<file path="src/rtl/hilo_muldiv_ctrl_if.sv">
// Operation/result handshake between EXE and the HI/LO multiply-divide sequencer.
// The master side is EXE and downstream WB. The slave side is the sequencer.
interface hilo_muldiv_ctrl_if;
   logic        op_valid;
   logic [1:0]  op_type;
   logic [31:0] src1;
   logic [31:0] src2;
   logic        op_ready;
   logic        busy;
   logic        cancel;
   logic        res_valid;
   logic        res_ready;
   logic [31:0] res_hi;
   logic [31:0] res_lo;

   modport master (
      output op_valid, op_type, src1, src2, cancel, res_ready,
      input  op_ready, busy, res_valid, res_hi, res_lo
   );

   modport slave (
      input  op_valid, op_type, src1, src2, cancel, res_ready,
      output op_ready, busy, res_valid, res_hi, res_lo
   );
endinterface

</file>
<file path="src/rtl/hilo_muldiv_ctrl.sv">
// Iterative MULT/MULTU/DIV/DIVU sequencer producing {HI,LO}.
// It works on operand magnitudes and applies the sign in a single fix-up cycle.
// A WB flush (cancel) returns the unit to idle from any state.
//
// state  | meaning
// -------+----------------------------------------------------------
// IDLE   | op_ready high; accepts an op when op_valid and not cancel
// CALC   | N iterations, BITS_PER_CYCLE bits retired per cycle
// FIX    | sign correction; res_hi/res_lo loaded
// DONE   | res_valid held until res_ready
module hilo_muldiv_ctrl #(
   parameter int BITS_PER_CYCLE = 1
) (
   input logic               clk,
   input logic               resetn,
   hilo_muldiv_ctrl_if.slave bus
);
   localparam int B = BITS_PER_CYCLE;
   localparam int N = 32 / BITS_PER_CYCLE;

   typedef enum logic [1:0] {S_IDLE, S_CALC, S_FIX, S_DONE} state_t;

   state_t      state_q;
   logic [4:0]  cnt_q;
   logic        is_div_q;
   logic        res_sign_q;
   logic        rem_sign_q;
   logic        div_zero_q;
   // Multiply: {partial product, remaining multiplier}.
   // Divide: {partial remainder, dividend shifting into quotient}.
   logic [63:0] acc_q;
   // Operand that stays fixed: the multiplicand, or the divisor.
   logic [31:0] opnd_q;
   logic        op_ready_q;
   logic        busy_q;
   logic        res_valid_q;
   logic [31:0] res_hi_q;
   logic [31:0] res_lo_q;

   logic        in_signed;
   logic [31:0] src1_mag;
   logic [31:0] src2_mag;
   logic [3:0]  mul_dig;
   logic [35:0] mul_sum;
   logic [63:0] mul_next_d;
   logic [63:0] div_next_d;
   logic [32:0] rem33;
   logic [31:0] rem;
   logic [31:0] quo;
   logic [63:0] prod_fix;
   logic [31:0] quo_fix;
   logic [31:0] rem_fix;

   // Operand magnitudes taken at acceptance. MULT and DIV are signed; MULTU and DIVU are unsigned.
   always_comb begin
      in_signed = ~bus.op_type[0];
      src1_mag  = (in_signed && bus.src1[31]) ? (~bus.src1 + 32'd1) : bus.src1;
      src2_mag  = (in_signed && bus.src2[31]) ? (~bus.src2 + 32'd1) : bus.src2;
   end

   // One multiply step: add multiplicand*digit into the upper half, then shift B bits right.
   always_comb begin
      mul_dig          = '0;
      mul_dig[B-1:0]   = acc_q[B-1:0];
      mul_sum          = {4'b0, acc_q[63:32]} + ({4'b0, opnd_q} * {32'b0, mul_dig});
      mul_next_d       = 64'({mul_sum, acc_q[31:0]} >> B);
   end

   // One divide step: B restoring iterations, each a 33-bit trial subtract.
   always_comb begin
      rem   = acc_q[63:32];
      quo   = acc_q[31:0];
      rem33 = '0;
      for (int i = 0; i < B; i++) begin
         rem33 = {rem, quo[31]};
         quo   = {quo[30:0], 1'b0};
         if (rem33 >= {1'b0, opnd_q}) begin
            rem    = 32'(rem33 - {1'b0, opnd_q});
            quo[0] = 1'b1;
         end else begin
            rem = rem33[31:0];
         end
      end
      div_next_d = {rem, quo};
   end

   // Sign fix-up. On divide-by-zero the quotient is forced to all ones.
   // The remainder still holds |src1|, and re-applying src1's sign returns src1 itself.
   always_comb begin
      prod_fix = res_sign_q ? (~acc_q + 64'd1) : acc_q;
      quo_fix  = div_zero_q ? 32'hFFFF_FFFF
               : (res_sign_q ? (~acc_q[31:0] + 32'd1) : acc_q[31:0]);
      rem_fix  = rem_sign_q ? (~acc_q[63:32] + 32'd1) : acc_q[63:32];
   end

   // Sequencer state, datapath registers and registered handshake outputs.
   always_ff @(posedge clk) begin
      if (!resetn) begin
         state_q     <= S_IDLE;
         cnt_q       <= '0;
         is_div_q    <= 1'b0;
         res_sign_q  <= 1'b0;
         rem_sign_q  <= 1'b0;
         div_zero_q  <= 1'b0;
         acc_q       <= '0;
         opnd_q      <= '0;
         op_ready_q  <= 1'b1;
         busy_q      <= 1'b0;
         res_valid_q <= 1'b0;
         res_hi_q    <= '0;
         res_lo_q    <= '0;
      end else if (bus.cancel) begin
         state_q     <= S_IDLE;
         cnt_q       <= '0;
         op_ready_q  <= 1'b1;
         busy_q      <= 1'b0;
         res_valid_q <= 1'b0;
      end else begin
         case (state_q)
            S_IDLE: begin
               if (bus.op_valid) begin
                  state_q    <= S_CALC;
                  cnt_q      <= '0;
                  is_div_q   <= bus.op_type[1];
                  res_sign_q <= in_signed & (bus.src1[31] ^ bus.src2[31]);
                  rem_sign_q <= in_signed & bus.src1[31];
                  div_zero_q <= bus.op_type[1] & (bus.src2 == 32'd0);
                  if (bus.op_type[1]) begin
                     acc_q  <= {32'd0, src1_mag};
                     opnd_q <= src2_mag;
                  end else begin
                     acc_q  <= {32'd0, src2_mag};
                     opnd_q <= src1_mag;
                  end
                  op_ready_q <= 1'b0;
                  busy_q     <= 1'b1;
               end
            end
            S_CALC: begin
               acc_q <= is_div_q ? div_next_d : mul_next_d;
               cnt_q <= cnt_q + 5'd1;
               if (cnt_q == 5'(N - 1)) begin
                  state_q <= S_FIX;
               end
            end
            S_FIX: begin
               if (is_div_q) begin
                  res_hi_q <= rem_fix;
                  res_lo_q <= quo_fix;
               end else begin
                  res_hi_q <= prod_fix[63:32];
                  res_lo_q <= prod_fix[31:0];
               end
               res_valid_q <= 1'b1;
               state_q     <= S_DONE;
            end
            S_DONE: begin
               if (bus.res_ready) begin
                  state_q     <= S_IDLE;
                  res_valid_q <= 1'b0;
                  busy_q      <= 1'b0;
                  op_ready_q  <= 1'b1;
               end
            end
            default: begin
               state_q     <= S_IDLE;
               op_ready_q  <= 1'b1;
               busy_q      <= 1'b0;
               res_valid_q <= 1'b0;
            end
         endcase
      end
   end

   assign bus.op_ready  = op_ready_q;
   assign bus.busy      = busy_q;
   assign bus.res_valid = res_valid_q;
   assign bus.res_hi    = res_hi_q;
   assign bus.res_lo    = res_lo_q;

endmodule

</file>
<file path="src/flat_wrapper.sv">
// flat-port wrapper written by rule: the top's interface ports become plain ports
module hilo_muldiv_ctrl_flat 
#(
   parameter int BITS_PER_CYCLE = 1
)
  (clk, resetn, bus_op_valid, bus_op_type, bus_src1, bus_src2, bus_cancel, bus_res_ready, bus_op_ready, bus_busy, bus_res_valid, bus_res_hi, bus_res_lo);
  hilo_muldiv_ctrl_if bus_i ();
  input logic clk;
  input logic resetn;
  input wire logic [$bits(bus_i.op_valid)-1:0] bus_op_valid;
  input wire logic [$bits(bus_i.op_type)-1:0] bus_op_type;
  input wire logic [$bits(bus_i.src1)-1:0] bus_src1;
  input wire logic [$bits(bus_i.src2)-1:0] bus_src2;
  input wire logic [$bits(bus_i.cancel)-1:0] bus_cancel;
  input wire logic [$bits(bus_i.res_ready)-1:0] bus_res_ready;
  output wire logic [$bits(bus_i.op_ready)-1:0] bus_op_ready;
  output wire logic [$bits(bus_i.busy)-1:0] bus_busy;
  output wire logic [$bits(bus_i.res_valid)-1:0] bus_res_valid;
  output wire logic [$bits(bus_i.res_hi)-1:0] bus_res_hi;
  output wire logic [$bits(bus_i.res_lo)-1:0] bus_res_lo;
  assign bus_i.op_valid = bus_op_valid;
  assign bus_i.op_type = bus_op_type;
  assign bus_i.src1 = bus_src1;
  assign bus_i.src2 = bus_src2;
  assign bus_i.cancel = bus_cancel;
  assign bus_i.res_ready = bus_res_ready;
  assign bus_op_ready = bus_i.op_ready;
  assign bus_busy = bus_i.busy;
  assign bus_res_valid = bus_i.res_valid;
  assign bus_res_hi = bus_i.res_hi;
  assign bus_res_lo = bus_i.res_lo;
  hilo_muldiv_ctrl #(.BITS_PER_CYCLE(BITS_PER_CYCLE)) u_core (.clk(clk), .resetn(resetn), .bus(bus_i));
endmodule
</file>
<file path="config.mk">
export PLATFORM = sky130hd
export DESIGN_NAME = hilo_muldiv_ctrl_flat
export DESIGN_NICKNAME = d
export VERILOG_FILES = /design/src/rtl/hilo_muldiv_ctrl_if.sv /design/src/rtl/hilo_muldiv_ctrl.sv /design/src/flat_wrapper.sv
export SDC_FILE = /design/constraint.sdc
export NUM_CORES = 1
export LEC_CHECK = 0
export CAP_MARGIN = 20
export CORE_UTILIZATION = 35
export DETAILED_ROUTE_END_ITERATION = 8
export PLACE_DENSITY = 0.6
export RECOVER_POWER = 100
export SLEW_MARGIN = 25
export SYNTH_ARGS = -nofsm -noshare
export SYNTH_HDL_FRONTEND = slang
export SYNTH_SLANG_ARGS = --single-unit
</file>
<file path="constraint.sdc">
create_clock -name clk -period 5.7 [get_ports clk]
set_clock_uncertainty 0.05 [all_clocks]
set_input_delay 1.14 -clock clk [delete_from_list [all_inputs] [get_ports clk]]
set_output_delay 1.14 -clock clk [all_outputs]
set_load 0.005 [all_outputs]
</file>
==> reports/qor.csv <==
metric,value,unit
outcome,"complete, but fails checks",
failing checks,"max-capacitance violations, max-slew violations",
"FF+latch count, synth",174,
Worst EP arrival,4.74,ns
Max Slew Vio Count,36,
Fill cells,4123,
Cells after Synth,1926,
net count after synthesis,2073,
final WL,53.3,mm
worst hold path class,reg -> reg,
largest net degree at the start of global routing,60,
ANT nets after route,0,
final worst setup slack,1.25,ns
DRT iter0 DRCs,1219,
DRC viols,0,
I/O pin cnt,138,
combinational share of power,0.254,
Post-CTS Setup Bufs,0,
RSZ-0062 raised after global routing,no,
slack of the worst reg-to-reg path,1.44,ns
synth warn,0,
Syn Std Cell Area,14200,sq um
port bufs,137,
Switch Pwr,1.22,mW
cts bufs inserted,17,
clock share of power,0.358,
startpoint type of the worst setup path,primary input,
crit-path max FO,6,
f_max,225,MHz
total global-route track usage,0.256,
CTS tree,done,
TritonRoute pass-1 iters,5,
post-DR wirelength/cell,21.2,microns
"Top FF cell, synth",dfxtp_1,
Flop pwr share,0.388,
maximum root-to-sink buffer count,2,
crit end category,register,
fin util,0.412,
die area,41400,sq um
vias per inst,5.81,
first-pass GRT wire length,81.7,mm
DP Wirelength,41.0,mm
actual slew at the worst max-slew pin,2.16,ns
Die W,203,microns
row count,73,
"Req. time, crit path",5.99,ns
layout cells sized above 1,0.0486,
CTS sink cnt,174,
"Seq/Total Area, Yosys",0.245,
vias in the first global route,13900,
Hold Buf Count CTS,0,
Async SR Flop Fraction,0,
Final Net Count,2129,
Antenna Cells,0,
Root Driver,clkbuf_16,
Core ar.,39900,sq um
Final setup viols,0,
most frequent cells in the layout,"234 x a21oi_1, 172 x dfxtp_1, 171 x nand2_1",
Final Hold Fails,0,
Placement Setup Slack,1.22,ns
Power Density,207,nW/um^2
Int Pwr,2.19,mW
Max VDD drop,0.191,mV
Layout area overhead,15.9,%
Syn Area/Cell,7.38,sq um
post-CTS resize count,0,
clk_lat worst skew,0.46,ns
Sw Share,0.358,
routed vias,14600,
setup_tns,0,ns
GRT overflow,0,
Initial Util,0.356,
crit path time final,4.45,ns
final period utilization,0.781,
Final GP Congestion,0.938,
initial antenna violation count,3,
Post-synth EDFFs,0,
"most common cell after layout, fill and taps aside",a21oi_1,
worst hold margin,0.403,ns
H-tree levels,4,
Crit Path Category,in -> reg,
height of the die,203,microns
Unique masters post-synth,79,
clk slew on worst S/H paths,0.09,ns
relative slew slack,-0.443,
Leak Pwr,6.50,nW
Max-cap violations,2,
-- sequential cells by signal (all words and copies together) (netlist names), 2 cells and up --
name	count
u_core.cnt_q	5
u_core.opnd_q	32
u_core.bus.res_lo	32
u_core.bus.res_hi	32
u_core.acc_q	64
u_core.state_q	2
-- cells in the mapped netlist, types with 14 or more instances --
master,n,area share
a211oi_1,27,0.014
inv_1,76,0.020
a22oi_1,16,0.0085
o31ai_1,22,0.012
dfxtp_1,174,0.25
or3_1,24,0.011
a21oi_1,235,0.083
ha_1,74,0.065
o21ai_0,162,0.057
nand2b_1,15,0.0066
xor2_1,90,0.055
a21o_1,30,0.016
nand2_1,171,0.045
mux2i_1,37,0.026
o211ai_1,38,0.020
nand3_1,52,0.018
a31oi_1,23,0.010
nor3_1,33,0.012
nor2_1,170,0.045
nor4_1,18,0.0079
and3_1,18,0.0079
o41ai_1,14,0.0086
mux2_2,16,0.013
nor2b_1,16,0.0070
xnor2_1,78,0.048
clkbuf_1,110,0.029
o21bai_1,16,0.0085
-- power groups by stage --
stage / sequential, mW / combinational (mW) / clock (mW)
finish: 1.32 / 0.867 / 1.22
global route: 1.33 / 0.942 / 1.28
CTS: 1.32 / 0.868 / 1.23
detailed placement: 1.35 / 0.863 / 0
global placement: 1.35 / 0.861 / 0
floorplan: 1.32 / 0.590 / 0
-- path summary, 6_finish.rpt --
check,start,cells after the start,end
hold / removal,u_core.bus.res_hi[19],2,u_core.bus.res_hi[19]
setup reg to reg,u_core.acc_q[0],12,u_core.acc_q[62]
setup / recovery,bus_src2[2],10,u_core.acc_q[29]
hold reg to reg,u_core.bus.res_hi[19],2,u_core.bus.res_hi[19]
-- through the flow --
| stage | total power, mW | cells | instance area (sq um) |
|---|---|---|---|
| after CTS | 3.42 | 2519 | 16500 |
| after floorplan | 1.91 | 1926 | 14200 |
| final | 3.41 | 2520 | 16500 |
| after global routing | 3.55 | 2520 | 16500 |
| after detailed placement | 2.21 | 2487 | 15900 |
| after global placement | 2.21 | 2487 | 15900 |
-- cells by family after synthesis --
| family | share of synthesized area |
|---|---|
| AOI/OAI and AO/OA | 0.292 |
| and+or+nand+nor | 0.198 |
| buffers and inverters | 0.0553 |
| DFF | 0.245 |
| xor gates and xnor gates | 0.104 |
| muxes | 0.0387 |
| adders and majority gates | 0.0680 |
-- worst max-delay path, stage by stage --
cell and delay, ns:
dlygate4sd3_1 0.62, nor4_1 0.50, nand4b_1 0.34, or3_1 0.44, nor4_1 0.72, a21oi_1 0.17
xnor2_1 0.23, nor2_1 0.07, a2111oi_0 0.42, nor2_1 0.09
-- layer usage --
metal | GRT usage | up-vias | share of wire
li1 | - | 7090 | -
met1 | 0.321 | 6969 | 0.43
met2 | 0.417 | 490 | 0.46
met3 | 0.0554 | 96 | 0.066
met4 | 0.115 | 4 | 0.044
met5 | 0 | - | 0.00045
-- cell type report --
cell class	instances	area, sq um	share of cell area
Multi-Input combinational cell	1550	9900	0.602
Sequential cell	174	3490	0.212
Timing Repair Buffer	161	1540	0.0933
Tap cell	525	657	0.0399
Clock buffer	18	439	0.0267
Inverter	78	293	0.0178
Clock inverter	14	150	0.00912
No activity file was read; power rests on OpenSTA's default activity.
